`src/rtl/mem_arbiter.sv`:
```
// Shared memory-port arbiter for the I-cache and D-cache miss handlers.
// Fixed priority (D write > D fill > I fill). Line fills are sent to a pipelined fixed-latency memory.
//
// state   | meaning
// --------+-----------------------------------------------------------
// IDLE    | no owner; arbitrate requests and latch address/write data
// I_FILL  | I-cache owns memory; issue line reads and collect returns
// D_FILL  | D-cache owns memory; issue line reads and collect returns
// D_WRITE | single-cycle D-cache word write, d_done pulses here

module mem_arbiter #(
   parameter int WORDS_PER_LINE = 8,
   parameter int MEM_LATENCY    = 4,
   localparam int IDX_W         = $clog2(WORDS_PER_LINE)
) (
   input  logic             clk,
   input  logic             rst_n,
   input  logic             i_req,
   input  logic [15:0]      i_addr,
   output logic             i_grant,
   output logic             i_data_valid,
   output logic [IDX_W-1:0] i_word,
   output logic             i_done,
   input  logic             d_req,
   input  logic             d_we,
   input  logic [15:0]      d_addr,
   input  logic [15:0]      d_wdata,
   output logic             d_grant,
   output logic             d_data_valid,
   output logic [IDX_W-1:0] d_word,
   output logic             d_done,
   output logic [15:0]      rdata,
   output logic             mem_en,
   output logic             mem_wr,
   output logic [15:0]      mem_addr,
   output logic [15:0]      mem_wdata,
   input  logic [15:0]      mem_rdata,
   input  logic             mem_rvalid
);

   localparam int             FL_W      = $clog2(MEM_LATENCY + 1);
   localparam logic [15:0]    LINE_MASK = ~16'(2 * WORDS_PER_LINE - 1);
   localparam logic [IDX_W:0] ISS_MAX   = (IDX_W + 1)'(WORDS_PER_LINE);
   localparam logic [IDX_W-1:0] RCV_LAST = IDX_W'(WORDS_PER_LINE - 1);

   typedef enum logic [1:0] {IDLE, I_FILL, D_FILL, D_WRITE} state_t;

   state_t           state, state_nxt;
   logic [IDX_W:0]   iss;
   logic [IDX_W-1:0] rcv;
   logic [15:0]      addr_q, wdata_q, offs;
   logic [FL_W-1:0]  flush;
   logic             fill, rvalid_ok, last_word, issue;

   // Reads issued before a reset can still return for MEM_LATENCY cycles
   // afterwards; the flush timer masks them so a new fill is not polluted.
   assign fill      = (state == I_FILL) || (state == D_FILL);
   assign rvalid_ok = mem_rvalid && (flush == '0);
   assign last_word = fill && rvalid_ok && (rcv == RCV_LAST);
   assign issue     = fill && (iss < ISS_MAX);
   assign offs      = 16'({iss[IDX_W-1:0], 1'b0});

   always_ff @(posedge clk) begin
      if (!rst_n) begin
         state   <= IDLE;
         iss     <= '0;
         rcv     <= '0;
         addr_q  <= '0;
         wdata_q <= '0;
         flush   <= FL_W'(MEM_LATENCY);
      end else begin
         state <= state_nxt;
         if (flush != '0)
            flush <= flush - FL_W'(1);
         if (state == IDLE) begin
            iss     <= '0;
            rcv     <= '0;
            wdata_q <= d_wdata;
            if (d_req && d_we)
               addr_q <= d_addr & 16'hFFFE;
            else if (d_req)
               addr_q <= d_addr & LINE_MASK;
            else
               addr_q <= i_addr & LINE_MASK;
         end else begin
            if (issue)
               iss <= iss + (IDX_W + 1)'(1);
            if (fill && rvalid_ok)
               rcv <= rcv + IDX_W'(1);
         end
      end
   end

   always_comb begin
      state_nxt = state;
      case (state)
         IDLE: begin
            if (d_req)
               state_nxt = d_we ? D_WRITE : D_FILL;
            else if (i_req)
               state_nxt = I_FILL;
         end
         I_FILL, D_FILL: begin
            if (last_word)
               state_nxt = IDLE;
         end
         D_WRITE: state_nxt = IDLE;
         default: state_nxt = IDLE;
      endcase
   end

   assign i_grant      = (state == I_FILL);
   assign d_grant      = (state == D_FILL) || (state == D_WRITE);
   assign mem_en       = issue || (state == D_WRITE);
   assign mem_wr       = (state == D_WRITE);
   assign mem_addr     = issue ? (addr_q | offs) : ((state == D_WRITE) ? addr_q : 16'h0000);
   assign mem_wdata    = (state == D_WRITE) ? wdata_q : 16'h0000;
   assign i_data_valid = (state == I_FILL) && rvalid_ok;
   assign d_data_valid = (state == D_FILL) && rvalid_ok;
   assign i_word       = (state == I_FILL) ? rcv : '0;
   assign d_word       = (state == D_FILL) ? rcv : '0;
   assign i_done       = (state == I_FILL) && last_word;
   assign d_done       = ((state == D_FILL) && last_word) || (state == D_WRITE);
   assign rdata        = mem_rdata;

endmodule

```
`config.mk`:
```
export PLATFORM = sky130hd
export DESIGN_NAME = mem_arbiter
export DESIGN_NICKNAME = d
export VERILOG_FILES = /design/src/rtl/mem_arbiter.sv
export SDC_FILE = /design/constraint.sdc
export NUM_CORES = 1
export LEC_CHECK = 0
export CAP_MARGIN = 20
export CELL_PAD_IN_SITES_DETAIL_PLACEMENT = 0
export CELL_PAD_IN_SITES_GLOBAL_PLACEMENT = 2
export CORE_UTILIZATION = 22
export CTS_BUF_LIST = sky130_fd_sc_hd__clkbuf_16
export DETAILED_ROUTE_END_ITERATION = 6
export GPL_TIMING_DRIVEN = 0
export PLACE_DENSITY = 0.91
export SETUP_SLACK_MARGIN = 0.2
export SLEW_MARGIN = 5
export SYNTH_ARGS = -nofsm -noshare
export SYNTH_HDL_FRONTEND = slang
export SYNTH_SLANG_ARGS = --single-unit
```
`constraint.sdc`:
```
create_clock -name clk -period 4.6 [get_ports clk]
set_input_delay 0.92 -clock clk [delete_from_list [all_inputs] [get_ports clk]]
set_output_delay 0.92 -clock clk [all_outputs]
set_load 0.005 [all_outputs]
```
==> run metrics, run 1 <==
worst min-delay path class=flop to flop; DRT iter0 DRCs=38; power per cell area=436.4 mW/mm^2; initial core utilization=23.11%; Final ANT Viol Nets=0; Final min period=3.317 ns; crit path DAT=2.40 ns; Reg clk slew, reported paths=0.07 ns; required time of the critical path=3.68 ns; outcome=completed; row cnt=36; nets=445; final hold violations=0; Core Region=0.009910 mm^2; Synth async-reset ratio=0%; CP Max Fanout=10; WL per Instance=12.48 um; Max IR drop VDD=173.3 uV; Netlist cell types=34; most area-consuming cells after synthesis=dfxtp_1 38%, mux2i_1 15%, nor2_1 6.7%, buf_4 6.2%, and2_1 6.0%; CTS tree=yes; fraction of the cycle the final worst path needs=72.10%; H-Tree Depth=2; Ports=132; worst skew pair latency=0.28 ns; syn avg cell area=9.159 um^2; unrepaired setup endpoints after global routing=no; Top FF cell, synth=dfxtp_1; max-cap violation count=0; filler cell count=1034; Slew Viols, Final=0; register bit total from synthesis=43; Crit. End Element=output port; crit start category=flop; synth-to-layout area growth=61.04%; TritonCTS buffer count=5; Seq/Total Area, Yosys=37.60%; hpwl dp=4848 um; Final Util=37.21%; critical path type=flop to output port; dpl cell area=0.003537 mm^2; YS warnings=0; post_cts resized=0; Congestion Overflow GR=0; Lkg Pwr=0.001562 uW; WHS=0.4760 ns; fmax=301.5 MHz; share of the synthesized area in the top cell type=37.60%; DRC=0; Mapped Cells=250; Avg Vias per Cell=4.182; CTS Sinks=43; vias=2087; GRT Total Usage=11.56%; final setup vio count=0; Total Wirelength=6226 um; Post-Syn Nets=330; Die ar.=0.01082 mm^2; first-pass GRT wire length=10040 um; Die Span X=104.0 um; vias in the first global route=2015; Synth Cell Area=0.002290 mm^2; Worst Max-Slew Pin Slew=0.5818 ns; share of cells above drive strength 1=11.20%; antenna cells=0; largest net degree at the start of global routing=16; clk buf depth=2; dominant cell type by area after synthesis=dfxtp_1; antenna violations before repair=0; setup bufs post-CTS=0; clock skew=0.004752 ns; hold buffer count at cts=0; Final Instance Area=0.003687 mm^2; root buffer cell=clkbuf_16; die height=104.0 um; Setup TNS=0 ns; Slew HR=61.21%; number of flops mapped to enable cells by yosys=0; port bufs=108; commonest cells after routing, fill and taps aside=108 x clkdlybuf4s50_1, 43 x dfxtp_1, 41 x nor2_1; most common cell after layout, fill and taps aside=clkdlybuf4s50_1; DRT Pass-1 Iters=4; Final GP Congestion=0.6912
[final cells by class]
cell class | count | area [um^2] | share of cell area, %
Clock inverter | 3 | 25.02 | 0.6787
Sequential cell | 43 | 860.8 | 23.35
Timing Repair Buffer | 108 | 1081 | 29.32
Multi-Input combinational cell | 170 | 1192 | 32.34
Clock buffer | 5 | 125.1 | 3.393
Tap cell | 133 | 166.4 | 4.513
Buffer | 30 | 210.2 | 5.701
Inverter | 7 | 26.28 | 0.7126
[cells in the mapped netlist (3+ instances only)]
library cell / instances
a21oi_1: 6
mux2i_1: 34
ha_1: 10
nor2_1: 41
and2_1: 22
a211oi_1: 13
buf_6: 3
nand2_1: 3
buf_2: 3
nand2b_1: 4
dfxtp_1: 43
buf_1: 3
inv_1: 7
and3_2: 3
nor2b_1: 12
nand4_1: 3
buf_4: 19
[cell families (layout without fill, tap and decap cells)]
logic type | Yosys count | count (layout) | synth area share [%]
AND/OR/NAND/NOR | 98 | 98 | 23.06
multiplexers | 34 | 34 | 14.86
flip-flops | 43 | 43 | 37.60
AO/OA/AOI/OAI | 23 | 23 | 6.995
other | 1 | 1 | 0.1638
buffers and inverters | 37 | 153 | 10.33
XOR/XNOR | 4 | 4 | 1.530
adder cells (fa/ha/maj) | 10 | 10 | 5.464
[worst paths after layout]
path,start,end,slack (ns),cells past startpoint
min,addr_q[9],addr_q[9],0.48,2
max,state[0],mem_addr[14],1.28,8
min reg2reg,addr_q[9],addr_q[9],0.48,2
max reg2reg,state[0],iss[1],3.02,6
[sequential cells by signal (all words and copies together), names as in the netlist]
register and count:
addr_q 15, flush 3, iss 4, rcv 3
state 2, wdata_q 16
[metal layers]
layer | vias to the layer above | part of all wire (%) | track usage (%)
met5 | - | 0 | 0
met4 | 0 | 1.2 | 3.367
met3 | 7 | 6.7 | 3.383
met2 | 75 | 49 | 20.24
met1 | 963 | 43 | 13.58
li1 | 1042 | - | -
[power breakdown]
part | switching, uW | internal [uW] | leakage (uW) | total, uW
sequential | 51.6 | 471 | 0.000355 | 523
combinational | 344 | 386 | 0.00114 | 729
clock | 154 | 203 | 0.0000700 | 357
[worst max-delay path, stage by stage (launching register included)]
cell and delay [ns]:
dfxtp_1 0.39, inv_1 0.10, ha_1 0.40, and2b_1 0.19
buf_4 0.16, nor2_4 0.18, buf_6 0.18, nor2b_1 0.05
clkdlybuf4s50_1 0.46
[stage by stage]
stage	power (uW)	setup slack, ns	instances
after floorplan	984.5	2.264	250
after global placement	1257	1.346	491
after detailed placement	1271	1.357	491
after CTS	1637	1.245	499
after global routing	1726	1.142	499
final	1609	1.283	499
No activity file was read; power rests on OpenSTA's default activity.
==> run 2, diff against run 1 <==
Settings changed: CORE_UTILIZATION 22 to 19, PLACE_DENSITY 0.91 to 0.84.
Clock period 4.6 ns to 2.9 ns, I/O delays scaled along.
==> run metrics, run 2 (same netlist as run 1, synthesis figures left out) <==
internal reg-to-reg setup slack=1.36 ns (-1.66 ns); max-cap violation count=0 (unchanged); port bufs=108 (unchanged); Crit. End Element=output port; CP Max Fanout=7 (-3); Worst Max-Slew Pin Slew=0.5629 ns (-0.01891 ns); Reg2Reg Launch Point=state[1]; initial core utilization=19.80% (-3.3 points); Die ar.=0.01249 mm^2 (+15%); clock skew=0.005558 ns (+0.0008062 ns); failing checks=DRC; Congestion Overflow GR=0 (unchanged); DRT iter0 DRCs=39 (+2.6%); final hold violations=0 (unchanged); Total Wirelength=6491 um (+4.3%); crit start category=flop; fraction of the cycle the final worst path needs=90.41%; clk buf depth=2 (unchanged); Slew Viols, Final=0 (unchanged); power per cell area=691.5 mW/mm^2 (+58%); row cnt=39 (+8.3%); first-pass GRT wire length=10130 um (+0.90%); Avg Vias per Cell=4.070 (-2.7%); Lkg Pwr=0.001668 uW (+6.8%); die height=111.8 um (+7.5%); vias in the first global route=2125 (+5.5%); DRT Pass-1 Iters=6 (+2); CTS Sinks=43 (unchanged); hpwl dp=5065 um (+4.5%); Final min period=2.622 ns; worst skew pair latency=0.28 ns (about the same); critical path type=flop to output port; Largest Register=wdata_q; nets=449 (+0.90%); register area=863.3 um^2 (+0.29%); Final ANT Viol Nets=0 (unchanged); Ports=132 (unchanged); CTS tree=yes; hold buffer count at cts=0 (unchanged); largest net degree at the start of global routing=13 (-3); required time of the critical path=2.32 ns (-1.36 ns); Setup TNS=0 ns (unchanged); antenna violations before repair=0 (unchanged); Final GP Congestion=0.7335 (+6.1%); final setup vio count=0 (unchanged); Final Instance Area=0.003721 mm^2 (+0.92%); biggest regs=wdata_q: 16 flops, addr_q: 15 flops, iss: 4 flops; r2r worst-path depth=5 (-1); dpl cell area=0.003550 mm^2 (+0.35%); TritonCTS buffer count=5 (unchanged); fmax=381.4 MHz; most common cell after layout, fill and taps aside=clkdlybuf4s50_1; vias=2088 (+0.048%); Max IR drop VDD=250.9 uV (+45%); CP Capture Point=mem_en; Die Span X=111.8 um (+7.5%); GRT Total Usage=10.38% (-1.2 points); filler cell count=1217 (+18%); worst min-delay path class=flop to flop; DRC=10 (+10); root buffer cell=clkbuf_16; critical path launch point=state[1]; synth-to-layout area growth=62.51%; Slew HR=62.47% (+1.3 points); H-Tree Depth=2 (unchanged); Core Region=0.01156 mm^2 (+17%); crit path DAT=2.04 ns (-0.36 ns); outcome=finished, violations left; unrepaired setup endpoints after global routing=no; WL per Instance=12.65 um (+1.4%); Reg clk slew, reported paths=0.06 ns (about the same); antenna cells=0 (unchanged); max reg flops=16 (unchanged); share of cells above drive strength 1=13.24% (+2.0 points); commonest cells after routing, fill and taps aside=93 x clkdlybuf4s50_1, 41 x nor2_1, 41 x dfxtp_1; reg-to-reg endpoint=wdata_q[13]; Multi-input gate area=0.001207 mm^2 (+1.3%)
==> run 2: per-stage QoR <==
step / utilization [%] / std cells / worst slack [ns] / hold WS, ns / total power, uW
after detailed placement: 30.69 / 501 / 0.2389 / 0.4611 / 2019
after CTS: 31.94 / 510 / 0.1438 / 0.4717 / 2574
final: 32.18 / 513 / 0.2782 / 0.4724 / 2573
after global routing: 32.18 / 513 / 0.1989 / 0.4984 / 2754
after floorplan: - / 250 / 0.9036 / 0.4451 / 1562
after global placement: 30.69 / 501 / 0.2552 / 0.4574 / 2001
==> run 2: worst min path at each step <==
stage | startpoint | depth (start not counted) | end
floorplan | addr_q[1] | 2 | addr_q[1]
global placement | addr_q[3] | 2 | addr_q[3]
detailed placement | addr_q[1] | 2 | addr_q[1]
CTS | addr_q[1] | 2 | addr_q[1]
global route | addr_q[11] | 2 | addr_q[11]
finish | addr_q[2] | 2 | addr_q[2]
==> run 2: area by class of cell <==
| cell class | count | share of cell area, % |
|---|---|---|
| Tap cell | 143 | 4.808 |
| Timing Repair Buffer | 112 | 29.46 |
| Sequential cell | 43 | 23.20 |
| Multi-Input combinational cell | 170 | 32.45 |
| Buffer | 30 | 5.683 |
| Inverter | 7 | 0.7061 |
| Clock buffer | 5 | 3.362 |
| Clock inverter | 3 | 0.3362 |
==> run 2: metal layers <==
metal  GRT usage, %  vias up  routed length (um)
met4          2.613        0                  79
met5              0        -                   0
li1               -     1050                   -
met1          11.77      960                2726
met2          19.13       71                3268
met3          2.722        7                 417
==> run 2: what timing repair did <==
action / in CTS / in global routing
buffers inserted: 1 / 3
setup endpoints to repair: 26 / 12
gates resized for setup: 19 / 3
pin swaps: 2 / 0
==> run 2: critical path, stage by stage (launching register included) <==
cell and delay (ns):
dfxtp_2 0.35, inv_1 0.10, ha_4 0.28, and2b_1 0.15, buf_4 0.16, nor2_4 0.12, buf_6 0.14, inv_1 0.04
clkdlybuf4s50_1 0.43
==> run 2: power by group <==
group	total (uW)	switching [uW]	internal, uW	leakage (uW)
combinational	1200	559	644	0.00124
clock	539	228	312	0.0000762
sequential	830	80.3	750	0.000356
